--- src/rtl/lsu_mem_master_pkg.sv ---
// Shared definitions for the load/store initiator: op codes, FSM states, op classifiers.
// Latency: n/a (types and pure functions only).
// Backpressure: n/a.
package lsu_mem_master_pkg;

    typedef enum logic [2:0] {
        LSU_LW  = 3'd0,
        LSU_LH  = 3'd1,
        LSU_LHU = 3'd2,
        LSU_LB  = 3'd3,
        LSU_LBU = 3'd4,
        LSU_SW  = 3'd5,
        LSU_SH  = 3'd6,
        LSU_SB  = 3'd7
    } lsu_op_e;

    typedef enum logic [1:0] {
        ST_IDLE = 2'd0,
        ST_RD   = 2'd1,
        ST_WR   = 2'd2,
        ST_DONE = 2'd3
    } lsu_state_e;

    function automatic logic lsu_is_load(input lsu_op_e op);
        return (op == LSU_LW) || (op == LSU_LH) || (op == LSU_LHU) ||
               (op == LSU_LB) || (op == LSU_LBU);
    endfunction

    // Sub-word stores need a read-modify-write because memory has no byte enables
    function automatic logic lsu_is_sub(input lsu_op_e op);
        return (op == LSU_SH) || (op == LSU_SB);
    endfunction

    function automatic logic lsu_is_word(input lsu_op_e op);
        return (op == LSU_LW) || (op == LSU_SW);
    endfunction

    function automatic logic lsu_is_half(input lsu_op_e op);
        return (op == LSU_LH) || (op == LSU_LHU) || (op == LSU_SH);
    endfunction

endpackage

--- src/rtl/lsu_mem_master_lane_align.sv ---
// Lane steering: load byte/half extraction with sign/zero extension, and sub-word store merge.
// Latency: purely combinational.
// Backpressure: none; the caller decides when results are used.
module lsu_mem_master_lane_align
    import lsu_mem_master_pkg::*;
(
    input  lsu_op_e     op,
    input  logic [1:0]  lane,
    input  logic [31:0] word,
    input  logic [31:0] wdata,
    output logic [31:0] load_data,
    output logic [31:0] merged
);

    logic [7:0]  byte_sel;
    logic [15:0] half_sel;

    // Pick the addressed byte and half out of the read word
    always_comb begin
        byte_sel = word[7:0];
        case (lane)
            2'd0: byte_sel = word[7:0];
            2'd1: byte_sel = word[15:8];
            2'd2: byte_sel = word[23:16];
            2'd3: byte_sel = word[31:24];
            default: byte_sel = word[7:0];
        endcase
        half_sel = lane[1] ? word[31:16] : word[15:0];
    end

    // Extend the selected lane for loads
    always_comb begin
        load_data = word;
        case (op)
            LSU_LB:  load_data = {{24{byte_sel[7]}}, byte_sel};
            LSU_LBU: load_data = {24'd0, byte_sel};
            LSU_LH:  load_data = {{16{half_sel[15]}}, half_sel};
            LSU_LHU: load_data = {16'd0, half_sel};
            default: load_data = word;
        endcase
    end

    // Replace only the addressed lane of the read word for sub-word stores
    always_comb begin
        merged = wdata;
        case (op)
            LSU_SB: begin
                merged = word;
                case (lane)
                    2'd0: merged[7:0]   = wdata[7:0];
                    2'd1: merged[15:8]  = wdata[7:0];
                    2'd2: merged[23:16] = wdata[7:0];
                    2'd3: merged[31:24] = wdata[7:0];
                    default: merged[7:0] = wdata[7:0];
                endcase
            end
            LSU_SH: begin
                merged = word;
                if (lane[1]) merged[31:16] = wdata[15:0];
                else         merged[15:0]  = wdata[15:0];
            end
            default: merged = wdata;
        endcase
    end

endmodule

--- src/rtl/lsu_mem_master.sv ---
// Load/store initiator to word-wide memory; optional misalignment check under LSU_ALIGN_CHECK_EN.
// Latency: loads/SW done 2 cycles after acceptance, SB/SH 3, out-of-range/misaligned 1.
// Backpressure: req_ready is high only in IDLE, so one request is in flight at a time.
module lsu_mem_master
    import lsu_mem_master_pkg::*;
#(
    parameter logic [31:0] MEM_BASE  = 32'h0000_0000,
    parameter int          MEM_WORDS = 4096
) (
    input  logic        clk,
    input  logic        rst,
    input  logic        req_valid,
    output logic        req_ready,
    input  logic [2:0]  req_op,
    input  logic [31:0] req_addr,
    input  logic [31:0] req_wdata,
    input  logic [31:0] req_pc,
    output logic        done,
    output logic [31:0] rdata,
    output logic        err,
    output logic [31:0] mem_addr,
    output logic        mem_we,
    output logic [31:0] mem_wdata,
    input  logic [31:0] mem_rdata
);

    localparam logic [31:0] MEM_SPAN = 32'(MEM_WORDS * 4);

    lsu_state_e  state;
    lsu_op_e     op_q;
    logic [31:0] addr_q;
    logic [31:0] wdata_q;
    logic [31:0] pc_q;
    logic        we_q;
    logic        err_q;
    logic [31:0] load_data;
    logic [31:0] merged;
    lsu_op_e     op_in;
    logic [31:0] offset_in;
    logic        oor_in;
    logic        misaligned_in;

    assign op_in     = lsu_op_e'(req_op);
    assign offset_in = req_addr - MEM_BASE;
    assign oor_in    = (offset_in >= MEM_SPAN);

`ifdef LSU_ALIGN_CHECK_EN
    assign misaligned_in = (lsu_is_word(op_in) && (req_addr[1:0] != 2'b00)) ||
                           (lsu_is_half(op_in) && req_addr[0]);
`else
    assign misaligned_in = 1'b0;
`endif

    // A write strobe must never escape while reset is held, even from a WR cycle
    assign mem_we = we_q & ~rst;
    assign err    = err_q;

    lsu_mem_master_lane_align u_lane_align (
        .op        (op_q),
        .lane      (addr_q[1:0]),
        .word      (mem_rdata),
        .wdata     (wdata_q),
        .load_data (load_data),
        .merged    (merged)
    );

    // Request FSM with registered handshake, strobe and result outputs
    always_ff @(posedge clk) begin
        if (rst) begin
            state     <= ST_IDLE;
            req_ready <= 1'b1;
            done      <= 1'b0;
            err_q     <= 1'b0;
            rdata     <= 32'd0;
            we_q      <= 1'b0;
            mem_addr  <= 32'd0;
            mem_wdata <= 32'd0;
            op_q      <= LSU_LW;
            addr_q    <= 32'd0;
            wdata_q   <= 32'd0;
            pc_q      <= 32'd0;
        end else begin
            case (state)
                ST_IDLE: begin
                    if (req_valid) begin
                        op_q      <= op_in;
                        addr_q    <= req_addr;
                        wdata_q   <= req_wdata;
                        pc_q      <= req_pc;
                        req_ready <= 1'b0;
                        mem_addr  <= {req_addr[31:2], 2'b00};
                        if (misaligned_in) begin
                            state <= ST_DONE;
                            done  <= 1'b1;
                            err_q <= 1'b1;
                        end else if (oor_in) begin
                            // No memory cycle; loads return zero
                            state <= ST_DONE;
                            done  <= 1'b1;
                            if (lsu_is_load(op_in)) rdata <= 32'd0;
                        end else if (op_in == LSU_SW) begin
                            state     <= ST_WR;
                            we_q      <= 1'b1;
                            mem_wdata <= req_wdata;
                        end else begin
                            state <= ST_RD;
                        end
                    end
                end
                ST_RD: begin
                    if (lsu_is_load(op_q)) begin
                        rdata <= load_data;
                        state <= ST_DONE;
                        done  <= 1'b1;
                    end else begin
                        mem_wdata <= merged;
                        we_q      <= 1'b1;
                        state     <= ST_WR;
                    end
                end
                ST_WR: begin
                    we_q  <= 1'b0;
                    state <= ST_DONE;
                    done  <= 1'b1;
                end
                ST_DONE: begin
                    done      <= 1'b0;
                    err_q     <= 1'b0;
                    req_ready <= 1'b1;
                    state     <= ST_IDLE;
                end
                default: state <= ST_IDLE;
            endcase
        end
    end

`ifndef SYNTHESIS
    // Store log, one line per committed memory write
    always_ff @(posedge clk) begin
        if (mem_we) $display("@%08h: *%08h <= %08h", pc_q, mem_addr, mem_wdata);
    end
`endif

endmodule

--- config.mk ---
export PLATFORM = sky130hd
export DESIGN_NAME = lsu_mem_master
export DESIGN_NICKNAME = d
export VERILOG_FILES = /design/src/rtl/lsu_mem_master_pkg.sv /design/src/rtl/lsu_mem_master_lane_align.sv /design/src/rtl/lsu_mem_master.sv
export SDC_FILE = /design/constraint.sdc
export NUM_CORES = 1
export LEC_CHECK = 0
export BUFFER_PORTS_ARGS = -buffer_cell sky130_fd_sc_hd__buf_2
export CORE_UTILIZATION = 30
export DETAILED_ROUTE_END_ITERATION = 16
export PLACE_DENSITY = 0.54
export SETUP_SLACK_MARGIN = 0.5
export SYNTH_ARGS = -nofsm -noshare
export SYNTH_HDL_FRONTEND = slang
export SYNTH_SLANG_ARGS = --single-unit
--- constraint.sdc ---
create_clock -name clk -period 3.6 [get_ports clk]
set_input_delay 0.36 -clock clk [delete_from_list [all_inputs] [get_ports clk]]
set_output_delay 0.36 -clock clk [all_outputs]
set_load 0.02 [all_outputs]
==> out/metrics.cfg <==
[clocking]
cts-root-buf=clkbuf_16
clock_path_buffers=2
ctsResizeCount=0
clock_latency_ns=0.43
numCtsBuffers=17
cts_setup_buffers=0
cts_num_sinks=136
clk_pin_slew_ns=0.06
cts-htree-levels=4
hold_buffers=0
cts_tree=done

[route]
route.detailed.drc=0
dr.pass1.iters=6
final_antenna_net_count=0
wl_per_cell_um=17.9
wl_mm=23.0
vias=6699
vias_per_cell=5.22
drtIter0Drc=442

[finish]
fin_nets=1125
multiInputGateArea_sq_mm=0.00360
area_growth_pct=25.7
regArea_sq_mm=0.00272
drive_gt1_share_pct=27.1
fillers=2359
design_area_sq_mm=0.00841

[power_and_ir_drop]
pwr-share-seq_pct=35.0
p_per_area_mw_per_mm2=657
p_int_mw=3.44
power_mw=5.52
swShare_pct=37.8
p_sw_mw=2.09
clock_power_share_pct=31.1
vdd_ir_drop_max_mv=0.414
comb_power_share_pct=33.9
leakagePower_nw=3.36

[floorplan]
ios=234
die_h_um=151
coreArea_sq_mm=0.0218
rows=54
dieWidth_um=151
die_area_sq_mm=0.0229
initial_core_util_pct=30.7

[synthesis]
synth_top_cell_by_area=dfxtp_1
ys_seq_area_share_pct=40.7
synth_edf_count=0
yosys_warnings=0
ys_types=63
ys_top_cells_by_area=dfxtp_1 (41%), nand2_1 (8.7%), a21oi_1 (7.9%)
synth_top_area_share_pct=40.7
ys_ff_latch=136
synth_most_common_cell=nand2_1
syn-cell-area_sq_mm=0.00669
synth_common_cells=nand2_1 (155), dfxtp_1 (136), a21oi_1 (106)
synthCells=825
syn_area_per_cell_sq_um=8.11
async_reset_ff_share_pct=0
yosys_most_used_dff=dfxtp_1

[worst_setup_path]
arrival_ns=2.89
critPathMaxFanout=48
max_stage_delay_ns=0.90
path_class=reg -> reg
cp.required_ns=3.87
crit_chain=o21a_1, o21ai_2, o31a_2, a211oi_1, nor3_1
crit_path_top_delay_cell=dfxtp_1
crit_family=compound AO/OA/AOI/OAI gates
start_kind=flop
path_buf_inv=0
endpoint_kind=flop

[worst_hold_path]
hold_class=in -> reg

[sta]
timing.fmax_mhz=382
grt_setup_unrepaired=false
fin_hold_ws_ns=0.163
finClkSkew_ns=0.00668
finalWorstPathRequiredPeriod_ns=2.62
worst_slew_margin_rel_pct=21.8
timing.setup.tns_ns=0
setup_slack_ns=0.980
drv_slew=0
hold_viol_final=0
setup_viol=0
fin_crit_sh_pct=72.8
tightestPinTransition_ns=1.17

[run_status]
outcome=complete, no violations

[placed_design]
post-place-ws_ns=1.03
placed_cell_area_sq_mm=0.00784
dp_hpwl_mm=16.5
io_buffers=198
globalplace.congestion=0.804

[grt]
grt_overflow=0
grt_pass1_vias=6222
grt_pass1_wl_mm=34.7
grt_max_degree=71
antenna_found_initial=4
grt_use_total_pct=20.2

[job]
cap_violations=0

## cells by family (layout without fill, tap and decap cells)
kind of cell,Yosys count,after routing,synth area share [%]
adder cells (fa/ha/maj),4,4,0.748
buffers and inverters,85,257,5.74
flip-flops,136,136,40.7
XOR/XNOR,1,1,0.131
AO/OA/AOI/OAI,286,286,29.9
multiplexers,28,28,4.41
other,1,7,0.0560
AND/OR/NAND/NOR,284,284,18.4
## per-stage QoR
step	instances	utilization, %
floorplan	827	-
global placement	1248	35.9
detailed placement	1248	35.9
CTS	1279	38.5
global route	1279	38.5
finish	1283	38.6
## worst register-to-register path: stages, from the launching register on
cell	delay [ns]
dfxtp_1	0.90
o21a_1	0.34
o21ai_2	0.10
o31a_2	0.64
a211oi_1	0.40
nor3_1	0.09
## cells in the final DEF, fill, tap and decap left out, drive strengths merged, types with 5 or more instances in the layout
cell type | Yosys | routed
a2111oi | 8 | 8
a211o | 10 | 10
a211oi | 9 | 9
a21oi | 106 | 106
a221oi | 9 | 9
a222oi | 7 | 7
a22o | 14 | 14
a22oi | 14 | 14
a31o | 9 | 9
buf | 37 | 213
clkbuf | 35 | 22
clkinv | 0 | 5
dfxtp | 136 | 136
inv | 13 | 13
mux2 | 9 | 9
mux2i | 19 | 19
nand2 | 155 | 155
nand2b | 6 | 6
nand3 | 30 | 30
nor2 | 57 | 57
nor2b | 6 | 6
nor3 | 9 | 9
o211ai | 19 | 19
o21ai | 31 | 31
o22ai | 6 | 6
o2bb2ai | 24 | 24
## worst paths after layout
check                             startpoint             to  slack, ns  cells past startpoint
worst max-delay path                 op_q[0]  mem_wdata[23]       0.98                      5
worst min-delay path            req_addr[13]   mem_addr[13]       0.16                      3
worst max register to register       op_q[0]  mem_wdata[23]       0.98                      5
worst min register to register   wdata_q[19]    wdata_q[19]       0.45                      2
## area by class of cell
type                            instances  area share [%]
Multi-Input combinational cell        606            42.8
Clock inverter                          9            1.19
Tap cell                              280            4.16
Timing Repair Buffer                  213            13.3
Inverter                               13           0.580
Antenna cell                            4           0.119
Clock buffer                           22            5.52
Sequential cell                       136            32.4
## state kept, by name, summed over array words and instances, names as in the netlist
register	cells
addr_q	2
done	1
mem_addr	30
mem_wdata	32
op_q	3
rdata	32
req_ready	1
state	2
wdata_q	32
we_q	1
## power by group through the flow
stage / Clock, mW / Combinational, mW / Sequential (mW)
6_report: 1.72 / 1.87 / 1.93
5_1_grt: 1.83 / 2.06 / 1.97
4_1_cts: 1.76 / 1.89 / 1.93
3_3_place_gp: 0 / 1.87 / 1.96
3_5_place_dp: 0 / 1.89 / 1.96
2_1_floorplan: 0 / 1.15 / 2.09
## per-layer routing
metal | GRT usage, % | share of wire (%)
met1 | 25.9 | 44
met5 | 0 | 0.10
met3 | 6.39 | 7.7
met4 | 7.40 | 2.2
met2 | 31.4 | 46
Note: power is estimated with default switching activity, not from simulation.
